$ cat src/rtl/enable_cfg_pkg.sv
`default_nettype none
// ============================================================================
//  Module      : enable_cfg_pkg
//  Description : Shared constants and FSM encoding for the RAM/bus enable
//                table loader. The enable table has 512 entries of 2 bits,
//                indexed by {rwbar, address[15:8]}. The configuration image
//                packs 4 entries per byte, LSB lane first.
//                Build option: ENABLE_TABLE_CHECKSUM_EN appends a checksum
//                byte to every image (129 bytes instead of 128).
//  Revision    : 1.0 - initial release
// ============================================================================
package enable_cfg_pkg;

    // Entry index = {rwbar, address[15:8]}
    localparam int ADDR_ENTRY_BITS  = 8;
    localparam int TABLE_ADDR_BITS  = ADDR_ENTRY_BITS + 1;
    localparam int ENTRIES_PER_BYTE = 4;

`ifdef ENABLE_TABLE_CHECKSUM_EN
    // 128 table bytes followed by one checksum byte
    localparam int IMAGE_BYTES = 129;
`else
    localparam int IMAGE_BYTES = 128;
`endif

    // Bit positions inside one 2-bit entry: {cs_ram, cs_bus}
    localparam int VAL_RAM_BIT = 1;
    localparam int VAL_BUS_BIT = 0;

    typedef enum logic [1:0] {
        ST_IDLE   = 2'd0,
        ST_FETCH  = 2'd1,
        ST_UNPACK = 2'd2,
        ST_FINISH = 2'd3
    } t_state;

endpackage
`default_nettype wire

$ cat src/rtl/enable_byte_unpacker.sv
`default_nettype none
// ============================================================================
//  Module      : enable_byte_unpacker
//  Description : Holds one captured image byte and walks its four 2-bit
//                lanes, LSB lane first.
//  Ports       : clk, rst        - clock, synchronous active-high reset
//                i_clear         - reset the lane counter (load start)
//                i_capture       - load i_byte, restart at lane 0
//                i_byte          - incoming image byte
//                i_advance       - step to the next lane
//                o_lane          - current lane index (0..3)
//                o_lane_val      - current 2-bit entry {cs_ram, cs_bus}
//                o_last_lane     - current lane is lane 3
//  Revision    : 1.0 - initial release
// ============================================================================
module enable_byte_unpacker (
    input  logic       clk,
    input  logic       rst,
    input  logic       i_clear,
    input  logic       i_capture,
    input  logic [7:0] i_byte,
    input  logic       i_advance,
    output logic [1:0] o_lane,
    output logic [1:0] o_lane_val,
    output logic       o_last_lane
);
    import enable_cfg_pkg::*;

    logic [7:0] r_byte;
    logic [1:0] r_lane;
    logic [1:0] w_sel;

    always_ff @(posedge clk) begin
        if (rst) begin
            r_byte <= 8'h00;
            r_lane <= 2'd0;
        end else if (i_capture) begin
            r_byte <= i_byte;
            r_lane <= 2'd0;
        end else if (i_clear) begin
            r_lane <= 2'd0;
        end else if (i_advance) begin
            r_lane <= r_lane + 2'd1;   // wraps 3 -> 0 after the last lane
        end
    end

    assign w_sel = r_byte[{r_lane, 1'b0} +: 2];

    always_comb begin
        o_lane_val              = 2'b00;
        o_lane_val[VAL_RAM_BIT] = w_sel[1];
        o_lane_val[VAL_BUS_BIT] = w_sel[0];
    end

    assign o_lane      = r_lane;
    assign o_last_lane = (r_lane == 2'd3);

endmodule
`default_nettype wire

$ cat src/rtl/enable_table_loader.sv
`default_nettype none
// ============================================================================
//  Module      : enable_table_loader
//  Description : Fills the 512 x 2-bit RAM/bus enable table from a packed
//                configuration image in external byte storage. The CPU is
//                held in reset while the table is being (re)written and is
//                released when a load completes.
//                Build option ENABLE_TABLE_CHECKSUM_EN: image carries a
//                trailing checksum byte (8-bit sum of all bytes == 0); on a
//                mismatch csum_err is raised and the CPU stays held.
//  Ports       : fpga_clk, rst          - clock, synchronous active-high reset
//                start, config_sel      - load request and image index
//                rd_req/rd_addr         - byte read request toward the source
//                rd_valid/rd_data       - byte read response
//                table_we/_write_addr/_val - enable table write port
//                cpu_hold               - CPU reset hold
//                busy, done             - status / completion pulse
//                csum_err               - checksum mismatch (option only)
//  Revision    : 1.0 - initial release
// ============================================================================
module enable_table_loader #(
    parameter int                       CONFIG_BITS     = 4,
    parameter int                       TABLE_ADDR_BITS = 9,
    parameter int                       SRC_ADDR_BITS   = 16,
    parameter logic [SRC_ADDR_BITS-1:0] IMAGE_BASE      = '0
) (
    input  logic                       fpga_clk,
    input  logic                       rst,
    input  logic                       start,
    input  logic [CONFIG_BITS-1:0]     config_sel,
    output logic                       rd_req,
    output logic [SRC_ADDR_BITS-1:0]   rd_addr,
    input  logic                       rd_valid,
    input  logic [7:0]                 rd_data,
    output logic                       table_we,
    output logic [TABLE_ADDR_BITS-1:0] table_write_addr,
    output logic [1:0]                 table_val,
    output logic                       cpu_hold,
    output logic                       busy,
`ifdef ENABLE_TABLE_CHECKSUM_EN
    output logic                       done,
    output logic                       csum_err
`else
    output logic                       done
`endif
);
    import enable_cfg_pkg::*;

    localparam int c_IDX_BITS = TABLE_ADDR_BITS - $clog2(ENTRIES_PER_BYTE);

    t_state                  r_state;
    t_state                  w_next_state;
    logic [CONFIG_BITS-1:0]  r_cfg;
    logic [c_IDX_BITS-1:0]   r_byte_idx;
    logic                    r_hold;
    logic                    w_start_acc;
    logic                    w_fetch_acc;
    logic                    w_unpack;
    logic                    w_last_lane;
    logic [1:0]              w_lane;
    logic [1:0]              w_lane_val;
    logic                    w_csum_phase;
    logic                    w_csum_bad;
    logic [c_IDX_BITS:0]     w_byte_off;

    assign w_start_acc = (r_state == ST_IDLE)  && start;
    assign w_fetch_acc = (r_state == ST_FETCH) && rd_valid;
    assign w_unpack    = (r_state == ST_UNPACK);

`ifdef ENABLE_TABLE_CHECKSUM_EN
    logic       r_csum_phase;   // fetching the trailing checksum byte
    logic [7:0] r_sum;
    logic       r_csum_err;

    always_ff @(posedge fpga_clk) begin
        if (rst) begin
            r_csum_phase <= 1'b0;
            r_sum        <= 8'h00;
            r_csum_err   <= 1'b0;
        end else begin
            if (w_start_acc) begin
                r_csum_phase <= 1'b0;
                r_sum        <= 8'h00;
                r_csum_err   <= 1'b0;
            end
            if (w_unpack && w_last_lane && (&r_byte_idx))
                r_csum_phase <= 1'b1;
            if (w_fetch_acc)
                r_sum <= r_sum + rd_data;
            if (r_state == ST_FINISH)
                r_csum_err <= w_csum_bad;
        end
    end

    assign w_csum_phase = r_csum_phase;
    // In FINISH the running sum already includes the checksum byte
    assign w_csum_bad   = (r_sum != 8'h00);
    assign csum_err     = (r_state == ST_FINISH) ? w_csum_bad : r_csum_err;
`else
    assign w_csum_phase = 1'b0;
    assign w_csum_bad   = 1'b0;
`endif

    // State register
    always_ff @(posedge fpga_clk) begin
        if (rst) r_state <= ST_IDLE;
        else     r_state <= w_next_state;
    end

    // Next-state logic
    always_comb begin
        w_next_state = r_state;
        case (r_state)
            ST_IDLE:   if (start) w_next_state = ST_FETCH;
            ST_FETCH:  if (rd_valid)
                           w_next_state = w_csum_phase ? ST_FINISH : ST_UNPACK;
            ST_UNPACK: if (w_last_lane) begin
                           if (!(&r_byte_idx))
                               w_next_state = ST_FETCH;
`ifdef ENABLE_TABLE_CHECKSUM_EN
                           else
                               w_next_state = ST_FETCH;   // go read checksum byte
`else
                           else
                               w_next_state = ST_FINISH;
`endif
                       end
            ST_FINISH: w_next_state = ST_IDLE;
            default:   w_next_state = ST_IDLE;
        endcase
    end

    // Datapath: image select, byte index and CPU hold
    always_ff @(posedge fpga_clk) begin
        if (rst) begin
            r_cfg      <= '0;
            r_byte_idx <= '0;
            r_hold     <= 1'b1;
        end else begin
            if (w_start_acc) begin
                r_cfg      <= config_sel;
                r_byte_idx <= '0;
                r_hold     <= 1'b1;
            end
            // After the last byte the index wraps to 0; with the checksum
            // option {phase, idx} then addresses byte 128.
            if (w_unpack && w_last_lane)
                r_byte_idx <= r_byte_idx + 1'b1;
            if (r_state == ST_FINISH)
                r_hold <= w_csum_bad;
        end
    end

    enable_byte_unpacker u_unpacker (
        .clk         (fpga_clk),
        .rst         (rst),
        .i_clear     (w_start_acc),
        .i_capture   (w_fetch_acc),
        .i_byte      (rd_data),
        .i_advance   (w_unpack),
        .o_lane      (w_lane),
        .o_lane_val  (w_lane_val),
        .o_last_lane (w_last_lane)
    );

    assign w_byte_off = {w_csum_phase, r_byte_idx};

    assign rd_req           = (r_state == ST_FETCH);
    assign rd_addr          = IMAGE_BASE
                            + SRC_ADDR_BITS'(r_cfg) * SRC_ADDR_BITS'(IMAGE_BYTES)
                            + SRC_ADDR_BITS'(w_byte_off);
    assign table_we         = w_unpack;
    assign table_write_addr = TABLE_ADDR_BITS'({r_byte_idx, w_lane});
    assign table_val        = w_unpack ? w_lane_val : 2'b00;
    assign busy             = (r_state != ST_IDLE);
    assign done             = (r_state == ST_FINISH);
    // Release is visible in the FINISH cycle, together with done
    assign cpu_hold         = (r_state == ST_FINISH) ? w_csum_bad : r_hold;

endmodule
`default_nettype wire

$ cat config.mk
export PLATFORM = sky130hd
export DESIGN_NAME = enable_table_loader
export DESIGN_NICKNAME = d
export VERILOG_FILES = /design/src/rtl/enable_cfg_pkg.sv /design/src/rtl/enable_byte_unpacker.sv /design/src/rtl/enable_table_loader.sv
export SDC_FILE = /design/constraint.sdc
export NUM_CORES = 1
export LEC_CHECK = 0
export BUFFER_PORTS_ARGS = -buffer_cell sky130_fd_sc_hd__buf_2
export CORE_MARGIN = 2
export CORE_UTILIZATION = 50
export CTS_CLUSTER_DIAMETER = 60
export DETAILED_ROUTE_END_ITERATION = 7
export PLACE_DENSITY = 0.83
export SKIP_CTS_REPAIR_TIMING = 1
export SYNTH_ARGS = -nofsm -noshare
export SYNTH_HDL_FRONTEND = slang
export SYNTH_SLANG_ARGS = --single-unit
$ cat constraint.sdc
create_clock -name fpga_clk -period 4 [get_ports fpga_clk]
set_clock_uncertainty 0.1 [all_clocks]
set_input_delay 0.2 -clock fpga_clk [delete_from_list [all_inputs] [get_ports fpga_clk]]
set_output_delay 0.2 -clock fpga_clk [all_outputs]
set_load 0.005 [all_outputs]
Word-level counts from Yosys, hierarchy flattened
Cells that the tools add are included.
Cells by class
  add/sub/neg operators: 3
  equal/unequal tests: 7
  shift-type cells: 1
  multiplexer cells: 11
  reduce and logical (&&, ||, !) cells: 10
Operators by type and width (count)
  $mux 7: 2
  $add 11x7->12: 1
  $mux 2: 5
  $pmux 2 s4: 1
  $shiftx 8x4->2: 1
  $add 7x1->7 const B: 1
  $reduce_and 7->1: 1
  $eq 2x2->1 const B: 3
  $reduce_bool 2->1: 3
  $ne 2x1->1 const B: 2
  $logic_and 1x1->1: 3
  $mux 1: 3
  $reduce_and 3->1: 1
  $reduce_or 3->1: 1
  $add 2x1->2 const B: 1
  $eq 2x1->1 const B: 1
  $logic_not 2->1: 1
  $ne 2x2->1 const B: 1
Storage, ports and cells
  register bits after elaboration: 24
  output and inout bits: 32

Logic depth before layout (Yosys ltp)
Gate-level depths: netlist of run 1.
  depth in word-level cells: 4
  mapped depth: 5
  mapped depth without buffers: 4

Cells and area by module
From an unflattened synthesis of run 1, not the netlist that was laid out.
Unflattened totals
  cell total of the unflattened synthesis: 128
  area total of the unflattened synthesis: 1188.6 sq um
Modules (own cells, without submodules)
  enable_table_loader: instances 1, cells each 93, area each 773.2 sq um, seq. area each 280.3 sq um
  enable_byte_unpacker: instances 1, cells each 35, area each 415.4 sq um, seq. area each 200.2 sq um

Worst setup path before layout of run 1
OpenSTA, ideal clock, no wires.
  path kind: register -> register
  from: register u_unpacker.r_lane[0] (netlist: u_unpacker.o_lane[0])
  to: register r_byte_idx[5]
  arrival: 1.414 ns
  required time: 3.826 ns
  path slack: 2.412 ns
  stages on the path, launching flop included: 5
  cells stage by stage: dfxtp_1 ha_1 nand3b_4 or4_1 a31oi_1
Between the ends
  word-level cells in the longest chain between the ends: 3
Ends and longest elaborated chain
  start: declaration: RTL line enable_byte_unpacker.sv:30  | logic [1:0] r_lane;
  start signal: assignment: RTL line enable_byte_unpacker.sv:43  | r_lane <= r_lane + 2'd1;
  $eq 2x2->1 (*): RTL line enable_byte_unpacker.sv:56  | assign o_last_lane = (r_lane == 2'd3);
  $logic_and 1x1->1 (*): RTL line enable_table_loader.sv:147  | if (w_unpack && w_last_lane)
  $mux 7 or $reduce_bool 2->1 (tied branches)
  end signal: assignment: RTL line enable_table_loader.sv:148  | r_byte_idx <= r_byte_idx + 1'b1;
  end: declaration: RTL line enable_table_loader.sv:54  | logic [c_IDX_BITS-1:0] r_byte_idx;
Every way passes the cells marked *; elsewhere a longest branch is shown, timed or not.
A chain may end at the register's enable or synchronous reset.

Final worst setup path of run 1
  from: register r_state[1]
  to: output port table_val[1]
Between the ends
  word-level cells in the longest chain between the ends: 2
Ends and longest elaborated chain
  start: declaration: RTL line enable_table_loader.sv:51  | t_state r_state;
  start signal: assignment: RTL line enable_table_loader.sv:107  | else r_state <= w_next_state;
  $eq 2x2->1: RTL line enable_table_loader.sv:68  | assign w_unpack = (r_state == ST_UNPACK);
  $mux 2: RTL line enable_table_loader.sv:174  | assign table_val = w_unpack ? w_lane_val : 2'b00;
  end: declaration: RTL line enable_table_loader.sv:37  | output logic [1:0] table_val,
No other way between the ends.

==> results of run 1 <==
## per-layer routing
metal	global-route usage, %	routed length, um	share of wire [%]	vias to the layer above
li1	-	-	-	534
met1	22.0	1140	44	496
met2	31.3	1290	49	36
met3	3.39	132	5.1	5
met4	9.40	42	1.6	0
met5	0	0	0	-
## report_power, final
| group | total (mW) | switching (mW) | internal [mW] |
|---|---|---|---|
| registers | 0.256 | 0.00912 | 0.247 |
| logic | 0.0524 | 0.0252 | 0.0272 |
| clock network | 0.178 | 0.0768 | 0.101 |
| total | 0.487 | 0.111 | 0.375 |
## registers in the layout, indices dropped and copies added (netlist names)
name               count
u_unpacker.o_lane      2
r_cfg                  4
r_byte_idx             7
r_hold                 1
u_unpacker.r_byte      8
r_state                2
## worst register-to-register path, cell delays in order, from the launching register on
cell      delay (ps)
dfxtp_1          480
ha_1             320
nand3b_4         130
or4_1            530
a31oi_1          160
## layout make-up
class                      count  area share (%)
timing repair buffer          46            17.3
clock inverter                 1            2.07
tap                           28            2.42
inverter                       1           0.259
clock buffer                   3            1.56
sequential                    24            33.2
multi-input combinational     96            43.2
## cell usage after synthesis (all sizes together)
library cell	number	area (sq um)
dfxtp	24	480
nand2	20	75.1
buf	16	116
a21oi	12	60.1
nor2	7	26.3
mux2i	6	60.1
o21ai	5	25.0
nand2b	4	25.0
and2	3	18.8
clkbuf	3	12.5
nand3	3	15.0
or4	3	22.5
a311oi	2	17.5
a31oi	2	12.5
and3b	2	20.0
ha	2	25.0
mux4	2	45.0
nand3b	2	31.3
nor2b	2	12.5
nor4	2	12.5
o211ai	2	15.0
a21o	1	7.51
a41oi	1	8.76
and2b	1	7.51
conb	1	3.75
inv	1	3.75
nor3	1	5.00
nor3b	1	18.8
o311a	1	10.0
or2	1	6.26
or3	1	6.26
or3b	1	8.76
xnor2	1	8.76
## how the worst max path moves through the flow
stage | to | slack [ps] | depth (start not counted)
finish | table_val[1] | 2010 | 3
global route | table_val[1] | 1880 | 3
CTS | table_val[1] | 2020 | 3
detailed placement | r_byte_idx[6]$_SDFFE_PP0P_ | 2270 | 4
global placement | r_byte_idx[6]$_SDFFE_PP0P_ | 2380 | 4
floorplan | r_byte_idx[5]$_SDFFE_PP0P_ | 2410 | 4
## through the flow
stage               util [%]  setup WS, ps
CTS                     62.4          2020
finish                  64.2          2010
floorplan                  -          2410
global route            64.2          1880
detailed placement      60.1          2270
global placement        60.1          2380
## cells by family (layout without fill, tap and decap cells)
logic type / Yosys count / count (layout) / share of synthesized area (%)
buffers and inverters: 20 / 51 / 10.8
multiplexers: 8 / 8 / 8.59
XOR/XNOR: 1 / 1 / 0.716
flip-flops: 24 / 24 / 39.3
adder cells (fa/ha/maj): 2 / 2 / 2.04
AO/OA/AOI/OAI: 26 / 26 / 12.8
other: 1 / 5 / 0.306
AND/OR/NAND/NOR: 54 / 54 / 25.5
==> summary by stage, run 1 <==
Final layout
Leaving out fill and tap cells, the most frequent cells in the layout are buf_2 (42), dfxtp_1 (24), nand2_1 (20), a21oi_1 (12), nor2_1 (7). The count of inserted antenna diode cells is 0. The area growth from synthesis to final layout is 18.3%. The total number of nets in the final design is 190. The total of fill cells in the finished design is 192.

In the final layout, the share of cells above drive strength 1 is 32.2%. The final cell count without fillers is 199. Summing all flip-flop and latch instances after layout gives 480 sq um. The library cell used most frequently in the layout, excluding fill and tap cells, is buf_2. Once layout is done, the placed cells without fillers occupy 1450 sq um. The multi-input gate area in the final layout is 626 sq um.

Timing
The setup total negative slack is 0 ps. Headroom to the max-slew limit came out at 65.0%. After layout, the worst path uses 49.7% of the clock period. The final-report hold violation count is 0. The worst slack on hold paths is 1.31 ps. The highest clock rate is 503 MHz.

At the pin with the least slew margin, the transition time is 525 ps. The final number of max-transition violations came to 0. Setup violations remaining at the end of the flow were counted as 0. The final critical delay including setup and external delays is 1990 ps. Setup repair after global routing left no endpoint under its margin.

Logic synthesis
The total standard cell area after synthesis is 1220 sq um. The average instance in the mapped netlist occupies 9.00 sq um. The share of the yosys chip area belonging to registers is 39.3%. The count of warnings emitted by yosys is 0.

The number of cells produced by synthesis is 136. The netlist uses 37 different library cells. The flop and latch count out of synthesis is 24.

Drt
The remaining antenna violation count is 0. The number of detailed-routing iterations run before antenna repair is 4. The remaining design rule violation count is 0. The average wire per cell in the routed design is 13.1 um.

The via count is 1071. In this run, the number of DRC markers left after iteration 0 of detailed routing was 26. The post-detailed-routing wire length is 2600 um.

The number of vias per cell after detailed routing is 5.38.

Placed design
Once placement completed, the tool counted placed cells totaling 191. At the end of routability-driven placement, the weighted congestion stood at 0.818. The post-detailed-placement cell area is 1360 sq um. The HPWL after detailed placement is 1850 um. The count of port buffers added during placement is 42.

Worst hold path
The type of the most critical hold path is in2reg. For hold timing, the worst endpoint is u_unpacker.r_byte[5]$_SDFFE_PP0P_. The instance count along the most critical hold path is 3.

The startpoint of the worst hold path is rd_data[5].

Critical path
The critical path starts at r_state[1]$_SDFFE_PP0P_. The startpoint identified for the worst register-to-register timing path is u_unpacker.o_lane[0]$_SDFFE_PP0P_. The data arrival time of the critical path is 1690 ps. The worst setup path is launched from a flip-flop. The delay contributed by the slowest stage of the critical path is 600 ps. The cell family contributing the most delay on the critical path is simple AND/OR/NAND/NOR gates.

The required time reported for the critical path endpoint is 3700 ps. Counting both buffers and inverters, the worst setup path holds a total of 1. Along the worst path, the maximum fanout reaches 11. The number of cells on the worst reg-to-reg path is 4. The minimum setup slack among reg-to-reg paths is 2240 ps.

The critical path class is reg2out. The kind of end point of the critical path is a primary output. The endpoint of the worst register-to-register path is r_byte_idx[6]$_SDFFE_PP0P_. The critical path's slowest cell is dfxtp_1. Walking the worst path, the cells encountered are nor2b_1, and2_1, buf_2.

GRT
The number of antenna violations at the first check in global routing was 0. Entering global routing, the biggest net connects 26 pins. Global routing used 18.5% of the available tracks. The number of global-route vias before repair is 891. The total congestion overflow after global routing is 0. The first global-routing pass estimated 3820 um of wire.

Clock network
The tree is rooted in a clkbuf_4. Clock-pin slew was measured on the worst setup and hold paths at 140 ps. The clock tree from TritonCTS is done. The clock reaches the later pin of the worst-skew pair after 320 ps. In this run the number of H-tree levels came out at 1. The maximum count of clock buffers along a single path is 2. The clock sink count is 24. Counting the buffers created by CTS gives 3.

Power
The cell area power density is 336 nW/um^2. The worst-case vdd ir drop is 0.221 mV. Summing internal, switching and leakage power gives 0.487 mW.

The leakage power summed over all cells is 0.662 nW.

Status
The flow ran to the end, and the final reports show no timing, DRC or antenna violations.

Die
The width of the die is 53.5 um. The total core area is 2250 sq um. The number of rows in the core area is 17. The total I/O pin count is 48.

The effective utilization at floorplan is 54.3%. The total die area is 2860 sq um. The floorplan step set the die height to 53.5 um.

Run
The total of max-cap violations is 0.
Power figures use the tool's default switching activity.
==> run 2, diff against run 1 <==
--- a/config.mk
+++ b/config.mk
@@ -7,10 +7,10 @@
 export LEC_CHECK = 0
 export BUFFER_PORTS_ARGS = -buffer_cell sky130_fd_sc_hd__buf_2
 export CORE_MARGIN = 2
-export CORE_UTILIZATION = 50
+export CORE_UTILIZATION = 47
 export CTS_CLUSTER_DIAMETER = 60
 export DETAILED_ROUTE_END_ITERATION = 7
-export PLACE_DENSITY = 0.83
+export PLACE_DENSITY = 0.79
 export SKIP_CTS_REPAIR_TIMING = 1
 export SYNTH_ARGS = -nofsm -noshare
 export SYNTH_HDL_FRONTEND = slang
==> constraint.sdc (replaced) <==
create_clock -name fpga_clk -period 1.9 [get_ports fpga_clk]
set_clock_uncertainty 0.1 [all_clocks]
set_input_delay 0.095 -clock fpga_clk [delete_from_list [all_inputs] [get_ports fpga_clk]]
set_output_delay 0.095 -clock fpga_clk [all_outputs]
set_load 0.005 [all_outputs]
==> summary by stage, run 2 (synthesis gave the netlist of run 1 again) <==
Clock network
The clock network latency to the later pin of the worst-skew pair is 310 ps. The cell at the root of the clock tree is clkbuf_4. The count of H-tree levels built during CTS is 1. The maximum count of clock buffers along a single path is 2. The clock net in this run drives a total of 24 sinks. The clock tree from TritonCTS is done. The number of clock buffers added by TritonCTS is 3.

The clock input transition at the sequential cells of the worst setup and hold paths is 120 ps.

Final layout
Cells fill 61.8% of the core in the end. The library cells used most frequently in the layout, excluding fill and tap cells, are buf_2 (42), dfxtp_1 (24), nand2_1 (20), a21oi_1 (12), dlygate4sd3_1 (12). The sequential cells in the finished layout cover a total of 480 sq um. The register with the most flip-flops is u_unpacker.r_byte.

After routing the design area is 1530 sq um. The total of fill cells in the finished design is 215. The largest registers in the layout are u_unpacker.r_byte x8, r_byte_idx x7, r_cfg x4.

The register with the most flip-flops in the layout has 8 of them. The area growth from synthesis to layout is 25.2%. The repair_antennas step left the layout with diodes totalling 0. The fraction of layout cells with a size suffix above 1 is 32.0%.

The total number of nets in the final design is 200. The most frequent standard cell in the layout excluding fill and tap cells is buf_2. The multi-input combinational cells in the finished layout cover a total of 628 sq um.

GRT
The number of global-route vias before repair was 922. The number of antenna violations at the first check in global routing was 0. After global routing the overflow that remains totals 0. The global routing usage summed across all routing layers is 18.2%. The pin count of the biggest net entering global routing is 26. The global-route wire length before repair is 4000 um.

Worst hold path
For hold timing, the worst endpoint is r_state[0]$_SDFFE_PP0P_. The tightest min-delay check is of the in2reg type. The startpoint of the worst hold path is start. Counting instances, the worst hold path has a depth of 4.

Critical path
The worst register-to-register path has a depth of 4. STA classifies the critical path endpoint as a primary output. By startpoint and endpoint, the worst setup path is classified as reg2out. Data arrives at the worst endpoint at 1590 ps. The slowest stage of the critical path belongs to the cell mux4_2. The required time reported for the critical path endpoint is 1700 ps. The delay contributed by the slowest stage of the critical path is 500 ps.

Walking the worst path, the cells encountered are buf_4, mux4_2, and2_1, buf_2. STA classifies the critical path startpoint as a flip-flop. For flop-to-flop paths, the worst setup slack is 250 ps. The endpoint of the worst register-to-register path is r_byte_idx[6]$_SDFFE_PP0P_.

The startpoint of the worst register-to-register path is r_byte_idx[0]$_SDFFE_PP0P_. The top fanout value on the critical path is 4.

Placed design
The post-detailed-placement cell area is 1370 sq um. The global placement routability congestion is 0.791. The count of port buffers added during placement is 42.

The estimated wirelength of the detail-placed design is 1800 um.

Die
The initialized floorplan defines 18 standard-cell rows. The die covers 3030 sq um. The chip height is 55.0 um. Once the floorplan was initialized, standard cells occupied 49.4% of the core. The width of the die is 55.0 um. The total I/O pin count is 48. In this run the standard cell core region covers 2480 sq um.

Drt
The via count is 1113. The number of detailed-routing iterations run before antenna repair is 5. The remaining antenna violation count is 0. Dividing the detail-routed wire length by the instance count gives 12.2 um. The final layout contains routed wiring with a total length of 2570 um.

The remaining design rule violation count is 0. The DRC violation total after the first TritonRoute iteration is 11. After detailed routing, the number of vias per cell comes to 5.27.

Power
The design draws 0.925 mW. Dividing total power by cell area gives a power density of 604 nW/um^2. VDD sags by at most 0.510 mV. Summed over all cells, the static leakage comes to 0.699 nW.

Timing
For the pin with the worst max-slew slack, the measured transition is 535 ps. The tightest slew margin relative to the limit is 64.3%. After routing, the total negative slack on setup checks comes to 0 ps. In the finished design, the share of the clock period the worst path needs comes to 93.7%. Setup repair after global routing left no endpoint under its margin.

The final-report hold violation count is 0. The final number of max-transition violations is 0. The final critical delay including setup and external delays is 1780 ps. The highest clock rate is 561 MHz. The number of setup violations in the final report is 0.

Run
The total of max-cap violations is 0.

Status
The run finished with clean final reports.
run 2: report_power, final:
part,internal [mW],total (mW),switching [mW]
sequential,0.520,0.538,0.0185
clock,0.117,0.263,0.146
combinational,0.0691,0.124,0.0552
run 2: worst max path at each step:
stage,from,to,slack (ps),depth (start not counted)
2_1_floorplan,u_unpacker.o_lane[0]$_SDFFE_PP0P_,r_byte_idx[5]$_SDFFE_PP0P_,310,4
3_3_place_gp,r_byte_idx[0]$_SDFFE_PP0P_,r_byte_idx[6]$_SDFFE_PP0P_,350,4
3_5_place_dp,r_byte_idx[0]$_SDFFE_PP0P_,r_byte_idx[6]$_SDFFE_PP0P_,290,4
4_1_cts,r_state[1]$_SDFFE_PP0P_,table_val[0],9,3
5_1_grt,r_state[1]$_SDFFE_PP0P_,table_val[1],20,3
6_report,u_unpacker.o_lane[0]$_SDFFE_PP0P_,table_val[1],120,4
run 2: routing by layer:
| metal | GRT usage (%) | wire [um] | vias to the layer above |
|---|---|---|---|
| met5 | 0 | 0 | - |
| met4 | 7.72 | 41 | 0 |
| met3 | 2.69 | 130 | 6 |
| met2 | 27.0 | 1240 | 49 |
| met1 | 26.1 | 1170 | 510 |
| li1 | - | - | 548 |
run 2: stage by stage:
stage	hold WS [ps]	cells	setup slack [ps]
5_1_grt	106	211	18.5
3_5_place_dp	242	195	287
6_report	60.1	211	119
4_1_cts	-103	199	8.61
3_3_place_gp	232	195	349
2_1_floorplan	71.3	140	312
run 2: final cells by class:
| type | count | area share (%) |
|---|---|---|
| Timing Repair Buffer | 56 | 22.5 |
| Multi-Input combinational cell | 96 | 41.0 |
| Clock buffer | 4 | 2.37 |
| Inverter | 1 | 0.245 |
| Tap cell | 30 | 2.45 |
| Sequential cell | 24 | 31.4 |
run 2: worst max-delay path: cells and delay by family, from the launching register on:
family / cells / cell delay (ps)
flops: 1 / 350
simple gates: 1 / 160
mux: 1 / 500
buf+inv: 2 / 260
==> run 3, diff against run 2 <==
--- a/config.mk
+++ b/config.mk
@@ -14,4 +14,5 @@
 export SKIP_CTS_REPAIR_TIMING = 1
 export SYNTH_ARGS = -nofsm -noshare
 export SYNTH_HDL_FRONTEND = slang
+export SYNTH_HIERARCHICAL = 1
 export SYNTH_SLANG_ARGS = --single-unit
==> summary by stage, run 3 <==
Status
The flow ran to the end, and the final reports show no timing, DRC or antenna violations.

Timing
Setup repair after global routing left no endpoint under its margin. The highest clock rate is 546 MHz. Setup total negative slack on the finished layout was measured at 0 ps. Of the available clock period, the critical path in the final layout requires 96.5%. The final-report hold violation count is 0.

The final number of max-transition violations is 0. The number of setup violations in the final report is 0. The worst slack on hold paths is 94.9 ps. The worst path needs 1830 ps of the cycle, external delays included.

Critical path
At the worst endpoint, the required time is 1700 ps. The endpoint of the worst register-to-register path is r_byte_idx[5]$_SDFFE_PP0P_. For the worst setup path, the data arrival time is 1640 ps. The worst setup path is of the reg2out kind. For flop-to-flop paths, the worst setup slack is 230 ps. The top fanout value on the critical path is 4. The startpoint of the worst register-to-register path is u_unpacker/o_lane[1]$_SDFFE_PP0P_. Counting cells, the worst reg-to-reg path comes to 5. STA classifies the critical path startpoint as a flip-flop. STA classifies the critical path endpoint as a primary output.

GRT
The number of global-route vias before repair is 860. For this run the aggregate overflow at the end of global routing stands at 0. The number of antenna violations at the first check in global routing came to 0. The global-route wire length before repair is 3710 um.

Entering global routing, the biggest net connects 26 pins. The global routing usage summed across all routing layers is 17.4%.

Drt
The pre-antenna-repair detailed-routing pass consisted of 4 iterations. The remaining antenna violation count is 0. For this block, the routed nets add up to 2540 um of wire. In this run, the number of DRC markers left after iteration 0 of detailed routing was 5.

The average wire per cell in the routed design is 12.3 um. The number of vias per cell after detailed routing is 5.19. In the routed design, unresolved DRC markers number 0.

For this block, the via count after detailed routing is 1070.

Clock network
The cell at the root of the clock tree is clkbuf_4. Clock tree synthesis inserted a total of 3 buffers. The clock tree from TritonCTS is done. The count of H-tree levels built during CTS is 1.

The clock drives 24 sinks. The maximum count of clock buffers along a single path is 2. The clock input transition at the sequential cells of the worst setup and hold paths is 130 ps. The clock reaches the later pin of the worst-skew pair after 310 ps.

Logic synthesis
Among all cell types in the netlist, the one instantiated most often is dfxtp_1. The area share of the largest cell type after synthesis is 40.4%. The cell type with the largest total area after synthesis is dfxtp_1. The number of cells produced by synthesis is 128.

The count of warnings emitted by yosys is 6. In the synthesized netlist the dominant register cell turns out to be dfxtp_1. The number of synthesized flops with an enable pin is 0. The number of distinct library cells after synthesis is 35. The total standard cell area after synthesis is 1190 sq um. The share of the yosys chip area belonging to registers is 40.4%. The mean instance size in the synthesized netlist is 9.29 sq um.

After synthesis the netlist holds a flip-flop and latch count of 24. Sorting the synthesized cells by area gives the leading types as dfxtp_1 (40%), mux2i_1 (8.4%), buf_4 (7.6%), mux4_1 (4.4%), nand2_1 (3.5%). The commonest cells after synthesis are dfxtp_1 (24), buf_4 (12), nand2_1 (11).

After synthesis, the share of flip-flops with an asynchronous set or reset is 0%.

Final layout
Fill cells in the final layout number 212. In the final layout, the registers with the most flip-flops are u_unpacker/r_byte x8, r_byte_idx x7, r_cfg x4. The total number of nets in the final design is 195.

The area growth from synthesis to final layout is 29.1%. Counting flops per register, the top entry is u_unpacker/r_byte. In the layout the commonest cells are buf_2 (42), dfxtp_1 (24), dlygate4sd3_1 (13), nand2_1 (11), mux2i_1 (10). Leaving out filler cells and counting taps, the final layout contains 206. In the final layout, the share of cells above drive strength 1 is 30.7%. The sequential cells in the finished layout cover a total of 480 sq um. The count of inserted antenna diode cells is 0. The most frequent standard cell in the layout excluding fill and tap cells is buf_2. The register with the most flip-flops in the layout has 8 of them.

In the final layout, the multi-input gates occupy 589 sq um.

Worst hold path
The worst hold path terminates at u_unpacker/r_byte[7]$_SDFFE_PP0P_. The tightest min-delay check is of the in2reg type. The startpoint of the worst hold path is rst. Counting instances, the worst hold path has a depth of 2.

Power
Across the VDD grid, the largest voltage drop is 0.818 mV. The cell area power density is 664 nW/um^2. The analysis attributes to cell leakage a power of 0.688 nW. The overall power of the completed layout is 1.02 mW.

Die
The effective utilization at floorplan is 48.9%. The width of the die is 54.3 um. The chip height is 54.3 um. The floorplan step defined a die boundary enclosing 2950 sq um.

The floorplan has 18 rows. The total core area is 2430 sq um. Pin placement for this block handled 48 I/O pins.

Run
Across the run, the number of max-cap violations was 0.

Placed design
Buffers placed on the I/O ports in this run total 42. The estimated wirelength of the detail-placed design is 1770 um. The global placement routability congestion is 0.771. After detailed placement, the design holds a cell count of 187.
run 3: changes by cell type after synthesis, sizes merged, moves of 2 or more:
cell,before,now
a311oi,2,0
a21oi,12,8
nand2,20,11
inv,1,3
mux2i,6,10
nand3,3,7
nor2,7,9
o21ai,5,1
run 3: critical path: stages, from the launching register on:
cell and delay, ps:
dfxtp_1 350, buf_4 140, mux4_1 560, and2_1 150
buf_2 120
run 3: cells by family after synthesis:
logic type | after synthesis | share of synthesized area [%]
simple gates | 49 | 22.2
flops | 24 | 40.4
buf+inv | 21 | 11.3
compound gates | 17 | 9.16
mux | 13 | 13.8
fa+ha+maj | 2 | 2.10
other cells | 1 | 0.315
xor+xnor | 1 | 0.737
run 3: layer usage:
metal  vias to the layer above  GRT usage, %  part of all wire [%]
li1                        529             -                     -
met1                       498          20.0                    40
met2                        39          30.9                    54
met3                         4          4.10                   5.5
met4                         0          6.67                  0.59
met5                         -             0                     0
run 3: final cells by class:
type,instances,share of cell area (%)
multi-input cells,87,38.4
flip-flops and latches,24,31.3
repair buffers,58,23.7
well taps,30,2.45
clock inverters,1,1.96
clock buffers,3,1.47
inverters,3,0.734
run 3: how the worst max path moves through the flow:
| stage | start | to | depth (start not counted) |
|---|---|---|---|
| 5_1_grt | u_unpacker/o_lane[0]$_SDFFE_PP0P_ | table_val[1] | 4 |
| 3_5_place_dp | u_unpacker/o_lane[1]$_SDFFE_PP0P_ | r_byte_idx[6]$_SDFFE_PP0P_ | 4 |
| 4_1_cts | u_unpacker/o_lane[0]$_SDFFE_PP0P_ | table_val[1] | 4 |
| 6_report | u_unpacker/o_lane[0]$_SDFFE_PP0P_ | table_val[1] | 4 |
| 2_1_floorplan | u_unpacker/o_lane[0]$_SDFFE_PP0P_ | r_byte_idx[5]$_SDFFE_PP0P_ | 5 |
| 3_3_place_gp | u_unpacker/o_lane[1]$_SDFFE_PP0P_ | r_byte_idx[6]$_SDFFE_PP0P_ | 4 |
run 3: where the power goes:
part / leakage, nW / switching, mW / internal, mW
registers: 0.195 / 0.0111 / 0.520
clock network: 0.0279 / 0.150 / 0.213
logic: 0.466 / 0.0592 / 0.0655
run 3: metrics by stage:
stage | worst slack (ps) | area, sq um | util [%]
2_1_floorplan | 338 | 1200 | -
3_3_place_gp | 198 | 1340 | 54.9
3_5_place_dp | 121 | 1340 | 54.9
4_1_cts | 69.2 | 1390 | 57.1
5_1_grt | 16.7 | 1530 | 63.1
6_report | 67.4 | 1530 | 63.1
